<file path="src/rtl/waterfall_pkg.sv">
// Shared encodings for the waterfall-light sequencer: 194 mode selects, FSM states,
// run modes and the direction-update helper used at each shift step.
package waterfall_pkg;

  localparam logic [1:0] MODE_HOLD = 2'b00;
  localparam logic [1:0] MODE_SHR  = 2'b01;
  localparam logic [1:0] MODE_SHL  = 2'b10;
  localparam logic [1:0] MODE_LOAD = 2'b11;

  typedef enum logic [1:0] {IDLE, CLEAR, LOAD, RUN} state_t;
  typedef enum logic [1:0] {RUN_R, RUN_L, RUN_BOUNCE} run_mode_t;
  typedef enum logic {DIR_R, DIR_L} dir_t;

  // The reserved code 11 behaves like rotate-right.
  function automatic run_mode_t decode_mode(input logic [1:0] m);
    run_mode_t rm;
    case (m)
      2'b01:   rm = RUN_L;
      2'b10:   rm = RUN_BOUNCE;
      default: rm = RUN_R;
    endcase
    return rm;
  endfunction

  // Bounce reverses only when the lit bit sits at the end it is moving towards.
  function automatic dir_t step_dir(input run_mode_t rm, input dir_t cur, input logic [7:0] q);
    dir_t nd;
    nd = cur;
    case (rm)
      RUN_L: nd = DIR_L;
      RUN_BOUNCE: begin
        if (cur == DIR_R && q == 8'h01)
          nd = DIR_L;
        else if (cur == DIR_L && q == 8'h80)
          nd = DIR_R;
      end
      default: nd = DIR_R;
    endcase
    return nd;
  endfunction

endpackage

</file>
<file path="src/rtl/waterfall_tick_div.sv">
// Step-rate divider: free-running counter with clear, flagging the terminal count.
// With WATERFALL_SPEED_SEL_EN the terminal count follows speed, sampled on clear and at each step.
module waterfall_tick_div
  import waterfall_pkg::*;
#(
  parameter int DIV = 5_000_000,
  parameter int CW  = 23
) (
  input  logic       clk,
  input  logic       rst,
  input  logic       clr,
  input  logic       en,
`ifdef WATERFALL_SPEED_SEL_EN
  input  logic [1:0] speed,
`endif
  output logic       term
);

  logic [CW-1:0] cnt_q;
  logic [CW-1:0] tc_q;

`ifdef WATERFALL_SPEED_SEL_EN
  function automatic logic [CW-1:0] calc_tc(input logic [1:0] sp);
    int t;
    t = (DIV >> sp) - 1;
    if (t < 1)
      t = 1;
    return CW'(t);
  endfunction

  // Latching speed only at step boundaries keeps a step in progress from being cut short.
  always_ff @(posedge clk) begin
    if (rst)
      tc_q <= CW'(DIV - 1);
    else if (clr || (en && term))
      tc_q <= calc_tc(speed);
  end
`else
  assign tc_q = CW'(DIV - 1);
`endif

  assign term = (cnt_q == tc_q);

  always_ff @(posedge clk) begin
    if (rst)
      cnt_q <= '0;
    else if (clr)
      cnt_q <= '0;
    else if (en)
      cnt_q <= term ? '0 : cnt_q + CW'(1);
  end

endmodule

</file>
<file path="src/rtl/waterfall_ctrl.sv">
// Sequencing master for the 194-style shift register: clear, seed, then rotate/bounce steps.
// Optional speed select input is enabled by defining WATERFALL_SPEED_SEL_EN.
module waterfall_ctrl
  import waterfall_pkg::*;
#(
  parameter int          DIV     = 5_000_000,
  parameter logic [7:0]  PATTERN = 8'b1000_0000,
  parameter int          CW      = 23
) (
  input  logic       clk,
  input  logic       rst,
  input  logic       start,
  input  logic       stop,
  input  logic [1:0] mode,
  input  logic [7:0] Q,
`ifdef WATERFALL_SPEED_SEL_EN
  input  logic [1:0] speed,
`endif
  output logic       S1,
  output logic       S0,
  output logic       CR,
  output logic       clr_n,
  output logic [7:0] D,
  output logic       busy,
  output logic       tick
);

  state_t     state_q, state_d;
  dir_t       dir_q, dir_d, new_dir;
  logic [1:0] s1s0_q, s1s0_d;
  logic       cr_q, cr_d;
  logic       clr_n_q, clr_n_d;
  logic [7:0] d_q, d_d;
  logic       busy_q;
  logic       tick_q, tick_d;
  logic       cnt_clr, cnt_en, term, step;

  waterfall_tick_div #(
    .DIV (DIV),
    .CW  (CW)
  ) u_div (
    .clk   (clk),
    .rst   (rst),
    .clr   (cnt_clr),
    .en    (cnt_en),
`ifdef WATERFALL_SPEED_SEL_EN
    .speed (speed),
`endif
    .term  (term)
  );

  // Outputs are decoded from the next state so every port comes straight from a flop.
  always_comb begin
    state_d = state_q;
    s1s0_d  = MODE_HOLD;
    cr_d    = 1'b0;
    clr_n_d = 1'b0;
    d_d     = d_q;
    tick_d  = 1'b0;
    dir_d   = dir_q;
    cnt_clr = 1'b0;
    cnt_en  = 1'b0;
    step    = (state_q == RUN) && term;
    new_dir = step_dir(decode_mode(mode), dir_q, Q);

    if (stop)
      state_d = IDLE;
    else if (start)
      state_d = CLEAR;
    else begin
      case (state_q)
        CLEAR:   state_d = LOAD;
        LOAD:    state_d = RUN;
        RUN:     if (step && Q == 8'h00) state_d = LOAD;
        default: state_d = state_q;
      endcase
    end

    case (state_d)
      CLEAR: cr_d = 1'b1;
      LOAD: begin
        s1s0_d  = MODE_LOAD;
        d_d     = PATTERN;
        clr_n_d = 1'b1;
        cr_d    = 1'b1;
        cnt_clr = 1'b1;
        dir_d   = (decode_mode(mode) == RUN_L) ? DIR_L : DIR_R;
      end
      RUN: begin
        cr_d    = 1'b1;
        clr_n_d = 1'b1;
        cnt_en  = 1'b1;
        if (step) begin
          tick_d = 1'b1;
          dir_d  = new_dir;
          s1s0_d = (new_dir == DIR_L) ? MODE_SHL : MODE_SHR;
        end
      end
      default: ;
    endcase
  end

  always_ff @(posedge clk) begin
    if (rst) begin
      state_q <= IDLE;
      dir_q   <= DIR_R;
      s1s0_q  <= MODE_HOLD;
      cr_q    <= 1'b0;
      clr_n_q <= 1'b0;
      d_q     <= 8'h00;
      busy_q  <= 1'b0;
      tick_q  <= 1'b0;
    end else begin
      state_q <= state_d;
      dir_q   <= dir_d;
      s1s0_q  <= s1s0_d;
      cr_q    <= cr_d;
      clr_n_q <= clr_n_d;
      d_q     <= d_d;
      busy_q  <= (state_d != IDLE);
      tick_q  <= tick_d;
    end
  end

  assign S1    = s1s0_q[1];
  assign S0    = s1s0_q[0];
  assign CR    = cr_q;
  assign clr_n = clr_n_q;
  assign D     = d_q;
  assign busy  = busy_q;
  assign tick  = tick_q;

endmodule

</file>
<file path="config.mk">
export PLATFORM = sky130hd
export DESIGN_NAME = waterfall_ctrl
export DESIGN_NICKNAME = d
export VERILOG_FILES = /design/src/rtl/waterfall_pkg.sv /design/src/rtl/waterfall_tick_div.sv /design/src/rtl/waterfall_ctrl.sv
export SDC_FILE = /design/constraint.sdc
export NUM_CORES = 1
export LEC_CHECK = 0
export ABC_AREA = 0
export CAP_MARGIN = 20
export CORE_UTILIZATION = 45
export DETAILED_ROUTE_END_ITERATION = 7
export PLACE_DENSITY = 0.69
export SLEW_MARGIN = 20
export SYNTH_ARGS = -nofsm -noshare
export SYNTH_HDL_FRONTEND = slang
export SYNTH_SLANG_ARGS = --single-unit
export TNS_END_PERCENT = 5
</file>
<file path="constraint.sdc">
create_clock -name clk -period 4.75 [get_ports clk]
set_input_delay 1.1875 -clock clk [delete_from_list [all_inputs] [get_ports clk]]
set_output_delay 1.1875 -clock clk [all_outputs]
set_load 0.005 [all_outputs]
</file>
# After elaboration in Yosys (flattened, before gate mapping)
# Index checks and enable logic that the tools add are counted.
[totals]
out_inout_bits = 14
regBits = 33
in_bits = 14
elab_cells = 60
[op_classes]
reduce_logical = 12
n_bitwise = 2
add_sub_neg = 1
n_mux = 21
n_eq_ne = 15
[op_table]
columns = ["op", "n"]
rows = [
  ["23-bit by 1-bit adder with 23-bit output, second input constant", 1],
  ["23-bit == test, second input constant", 1],
  ["23-bit 2-to-1 mux", 1],
  ["2-bit == test, second input constant", 6],
  ["2-bit 2-to-1 mux", 6],
  ["2-bit by 1-bit == test with 1-bit output, second input constant", 5],
  ["1-bit 2-to-1 mux", 9],
  ["8-bit by 1-bit == test with 1-bit output, second input constant", 1],
  ["8-bit == test, second input constant", 1],
  ["8-bit zero test", 1],
  ["2-bit case mux with 2 select lines", 2],
  ["2-bit case mux with 3 select lines", 1],
  ["2-bit OR reduction", 3],
  ["1-bit logical AND", 4],
  ["1-bit case mux with 2 select lines", 2],
  ["2-bit nonzero test", 2],
  ["3-bit OR reduction", 1],
  ["2-bit inequality test, second input constant", 1],
  ["1-bit inverter", 2],
  ["2-bit AND reduction", 1],
]

# Longest topological paths before layout
[depth]
ltp_word = 12
mapped_depth = 8
depth_no_buf = 7

# Cells and area by module
# A second synthesis with hierarchy kept.
[hier_totals]
hier_cells = 213
area_unflattened_um2 = 1786.7
[modules_own_cells]
columns = ["module", "area_each_um2", "instances", "cells_each", "seq_area_each_um2"]
rows = [
  ["waterfall_tick_div", 1271.2, 1, 150, 460.4],
  ["waterfall_ctrl", 515.5, 1, 63, 180.2],
]

# Worst setup path before layout
# OpenSTA, ideal clock, no wires.
[synth_path]
path_kind = "in2reg"
start = "in stop"
end = "reg u_div.cnt_q[15]"
t_required_ns = 4.633
arrival_ns = 2.614
path_buffers = 2
setup_slack_ns = 2.019
cell_stages = 8
setup_ns = 0.117
cell_sequence = "or3b_1 > buf_2 > nor4_4 > and3_1 > buf_6 > nand3_2 > xor2_1 > nor2_2"
[synth_between]
elab_chain_len = 4
elab_cells_between_ends = 6
cone_classes = "eq/ne (2); mux (3); reduce/logical (1)"
[synth_rtl]
columns = ["item", "line_no", "text"]
rows = [
  ["start, declared", "waterfall_ctrl.sv:13", "input logic stop,"],
  ["2-bit 2-to-1 mux (*)", "waterfall_ctrl.sv:66", "if (stop)"],
  ["2-bit == test", "waterfall_ctrl.sv:79", "case (state_d)"],
  ["1-bit 2-to-1 mux", "waterfall_ctrl.sv:79", ""],
  ["2-bit OR reduction (no line)", "n/a", ""],
  ["end signal, assigned", "waterfall_tick_div.sv:50", "cnt_q <= term ? '0 : cnt_q + CW'(1);"],
  ["end, declared", "waterfall_tick_div.sv:19", "logic [CW-1:0] cnt_q;"],
]
# Mark *: on every way between the ends. The rest lies on a longest branch, timed or not.
# A chain may end at the register's enable or synchronous reset.

# Worst setup path in the final report
[layout_path]
start = "in stop"
end = "reg u_div.cnt_q[5]"
# The elaborated chain is that of the path after synthesis.

==> results.yml <==
status:
  status: "finished clean"
critical_path:
  crit_arrival_ns: 3.61
  cp_top_family: "simple AND/OR/NAND/NOR gates"
  r2r_slack_ns: 2.32
  worstSetupPathType: "in2reg"
  required_ns: 4.88
  r2r_cells: 4
  cp_num_buf_inv: 1
  critPathMaxFanout: 23
  slowest_stage: "a211o_1"
  critPathLaunchType: "input pin"
  cpPeakStageDelay_ns: 0.70
  path_cells: "clkdlybuf4s50_1, or3b_1, nor4_1, a211o_1, nor2_1"
  endpoint_kind: "register"
  timing.rr.end: "u_div.cnt_q[5]"
  timing.rr.start: "state_q[1]"
sta:
  setup_tns_ns: 0
  finalHoldViolCount: 0
  rsz0062_at_grt: "false"
  slew_violations: 0
  slew-limit-headroom_pct: 45.6
  fin_crit_sh_pct: 73.3
  setup_ws_ns: 1.27
  clock_skew_ns: 0.00204
  worstMarginPinSlew_ns: 0.815
  setup_viol: 0
  period_needed_ns: 3.48
  max_freq_ghz: 0.287
  holdWs_ns: 0.476
synthesis:
  synth_edf_count: 0
  yosys-top-cells-area: "dfxtp_1 (39%), xor2_1 (7.4%), nor2_1 (6.3%)"
  synth_top_area_share_pct: 38.6
  synth_compound_area_share_pct: 7.47
  avgSynthCellArea_um2: 8.33
  synth_top_family_by_area: "simple AND/OR/NAND/NOR gates"
  synthXorXnorAreaFrac_pct: 10.0
  netlist_area_um2: 1660
  synth_flop_cell: "dfxtp_1"
  yosysTopAreaCell: "dfxtp_1"
  ys_ff_latch: 32
  yosys_warnings: 0
  synth_most_common_cell: "dfxtp_1"
  async_flop_share_pct: 0
  synthSimpleGateAreaFrac_pct: 33.2
  synth_common_cells: "dfxtp_1 (32), nor2_1 (28), xor2_1 (14)"
  synthCells: 199
  ys_types: 40
  ys_seq_area_share_pct: 38.6
  synth_mux_area_share_pct: 0
  synth-adder-area-share_pct: 2.26
finish:
  drive_above_1_share_pct: 7.44
  antenna_cells: 0
  nets: 234
  area_delta_synth_final_pct: 15.2
  fillers: 334
detailed_routing:
  wirelength_um: 3210
  wl_per_cell_um: 12.3
  drt_iter0_drc: 54
  via_per_inst: 5.17
  vias: 1349
  ant_nets: 0
  dr.pass1.iters: 4
  drc: 0
floorplanning:
  core_area_um2: 3440
  fp.dieArea_um2: 3930
  fp.dieH_um: 62.7
  rows: 21
  die_w_um: 62.7
  start_util_pct: 48.2
  ioPinCount: 28
min_path:
  whs_endpoint: "D[7]"
  hp-start: "D[7]"
  min_path_type: "reg2reg"
  hold_depth: 2
cts:
  root_buffer: "clkbuf_8"
  clk_latency_ns: 0.28
  cts_buffers: 5
  cts.clk_slew.worst_paths_ns: 0.06
  cts_setup_buffers: 0
  cts-hold-fix-buffers: 0
  cts_tree: "yes"
  cts-htree-levels: 2
  cts.sinks: 32
  cts_buffer_depth: 2
  ctsResizeCount: 0
place:
  io_buffers: 20
  dp_hpwl_um: 2370
  gp_congestion: 0.800
  pre_cts_ws_ns: 0.982
global_route:
  grt_pass1_vias: 1188
  track_usage_pct: 18.5
  antenna_found_initial: 0
  grt_max_degree: 24
  grt_pass1_wl_um: 5460
  grt_overflow: 0
power:
  p_leak_uw: 0.000689
  ir_worst_vdd_mv: 0.144
  p_per_area_nw_per_um2: 252
  total_power_uw: 481
flow_run:
  drv_cap: 0
-- through the flow --
step	utilization [%]	cell area, µm²	std cells
2_1_floorplan	-	1680	205
3_3_place_gp	53.5	1840	256
3_5_place_dp	53.5	1840	256
4_1_cts	55.5	1910	261
5_1_grt	55.5	1910	261
6_report	55.5	1910	261
-- power by group --
| part | leakage, µW | total (µW) | switching [µW] | internal [µW] |
|---|---|---|---|---|
| clock | 0.0000359 | 181 | 86.6 | 94.1 |
| combinational | 0.000395 | 28.7 | 13.4 | 15.3 |
| sequential | 0.000258 | 271 | 1.17 | 270 |
-- flip-flops by register name, summed over array words and instances (netlist names) --
register and cells:
state_q 2, s1s0_q 2, tick 1, CR 1
clr_n 1, D 1, u_div.cnt_q 23, dir_q 1
-- worst max-delay path by stage --
stage	startpoint	end	cells after the start
after floorplan	stop	u_div.cnt_q[15]	8
after global placement	stop	u_div.cnt_q[7]	5
after detailed placement	stop	u_div.cnt_q[5]	5
after CTS	stop	u_div.cnt_q[5]	5
after global routing	stop	u_div.cnt_q[5]	5
final	stop	u_div.cnt_q[5]	5
-- area by class of cell --
cell class | instances | area, µm² | share of cell area, %
Clock buffer | 5 | 68.8 | 3.60
Inverter | 10 | 37.5 | 1.97
Multi-Input combinational cell | 148 | 905 | 47.4
Sequential cell | 32 | 641 | 33.6
Tap cell | 46 | 57.6 | 3.01
Timing Repair Buffer | 20 | 200 | 10.5
-- layer usage --
metal | routed length (µm) | global-route usage, % | vias up
met5 | 0 | 0 | -
met1 | 1700 | 24.4 | 612
met3 | 124 | 6.57 | 6
met2 | 1310 | 25.5 | 26
met4 | 85 | 10.8 | 0
li1 | - | - | 705
-- cell usage in the layout (no fill, tap or decap) --
cell,n
dfxtp_1,32
nor2_1,28
clkdlybuf4s50_1,20
xor2_1,14
nand3_1,13
nand2_1,12
nor3_1,12
inv_1,10
and3_1,7
conb_1,7
a21oi_1,6
nor4_1,5
xnor2_1,5
clkbuf_8,5
nand4_1,3
nand3_2,3
nor2_2,3
o31ai_1,3
ha_1,3
nor3b_1,2
or4_4,2
o21ai_0,2
a31oi_1,2
and2_1,2
or3b_1,1
nor4bb_1,1
a211o_1,1
nor4_2,1
nand4b_1,1
nor4_4,1
or3_1,1
a21bo_2,1
o21bai_1,1
nand2b_1,1
and4_1,1
a2111oi_0,1
o21a_1,1
o22ai_1,1
-- cell families (layout without fill, tap and decap cells) --
family	Yosys count	count (layout)
and+or+nand+nor	100	100
DFF	32	32
buffers and inverters	25	35
AOI/OAI and AO/OA	19	19
xor gates and xnor gates	19	19
adders and majority gates	3	3
other	1	7
-- worst reg2reg max path, stage by stage (launching register included) --
cell	delay, ns
dfxtp_1	0.40
or3b_1	0.62
nor4_1	0.44
a211o_1	0.70
nor2_1	0.14
Note: power is estimated with default switching activity, not from simulation.
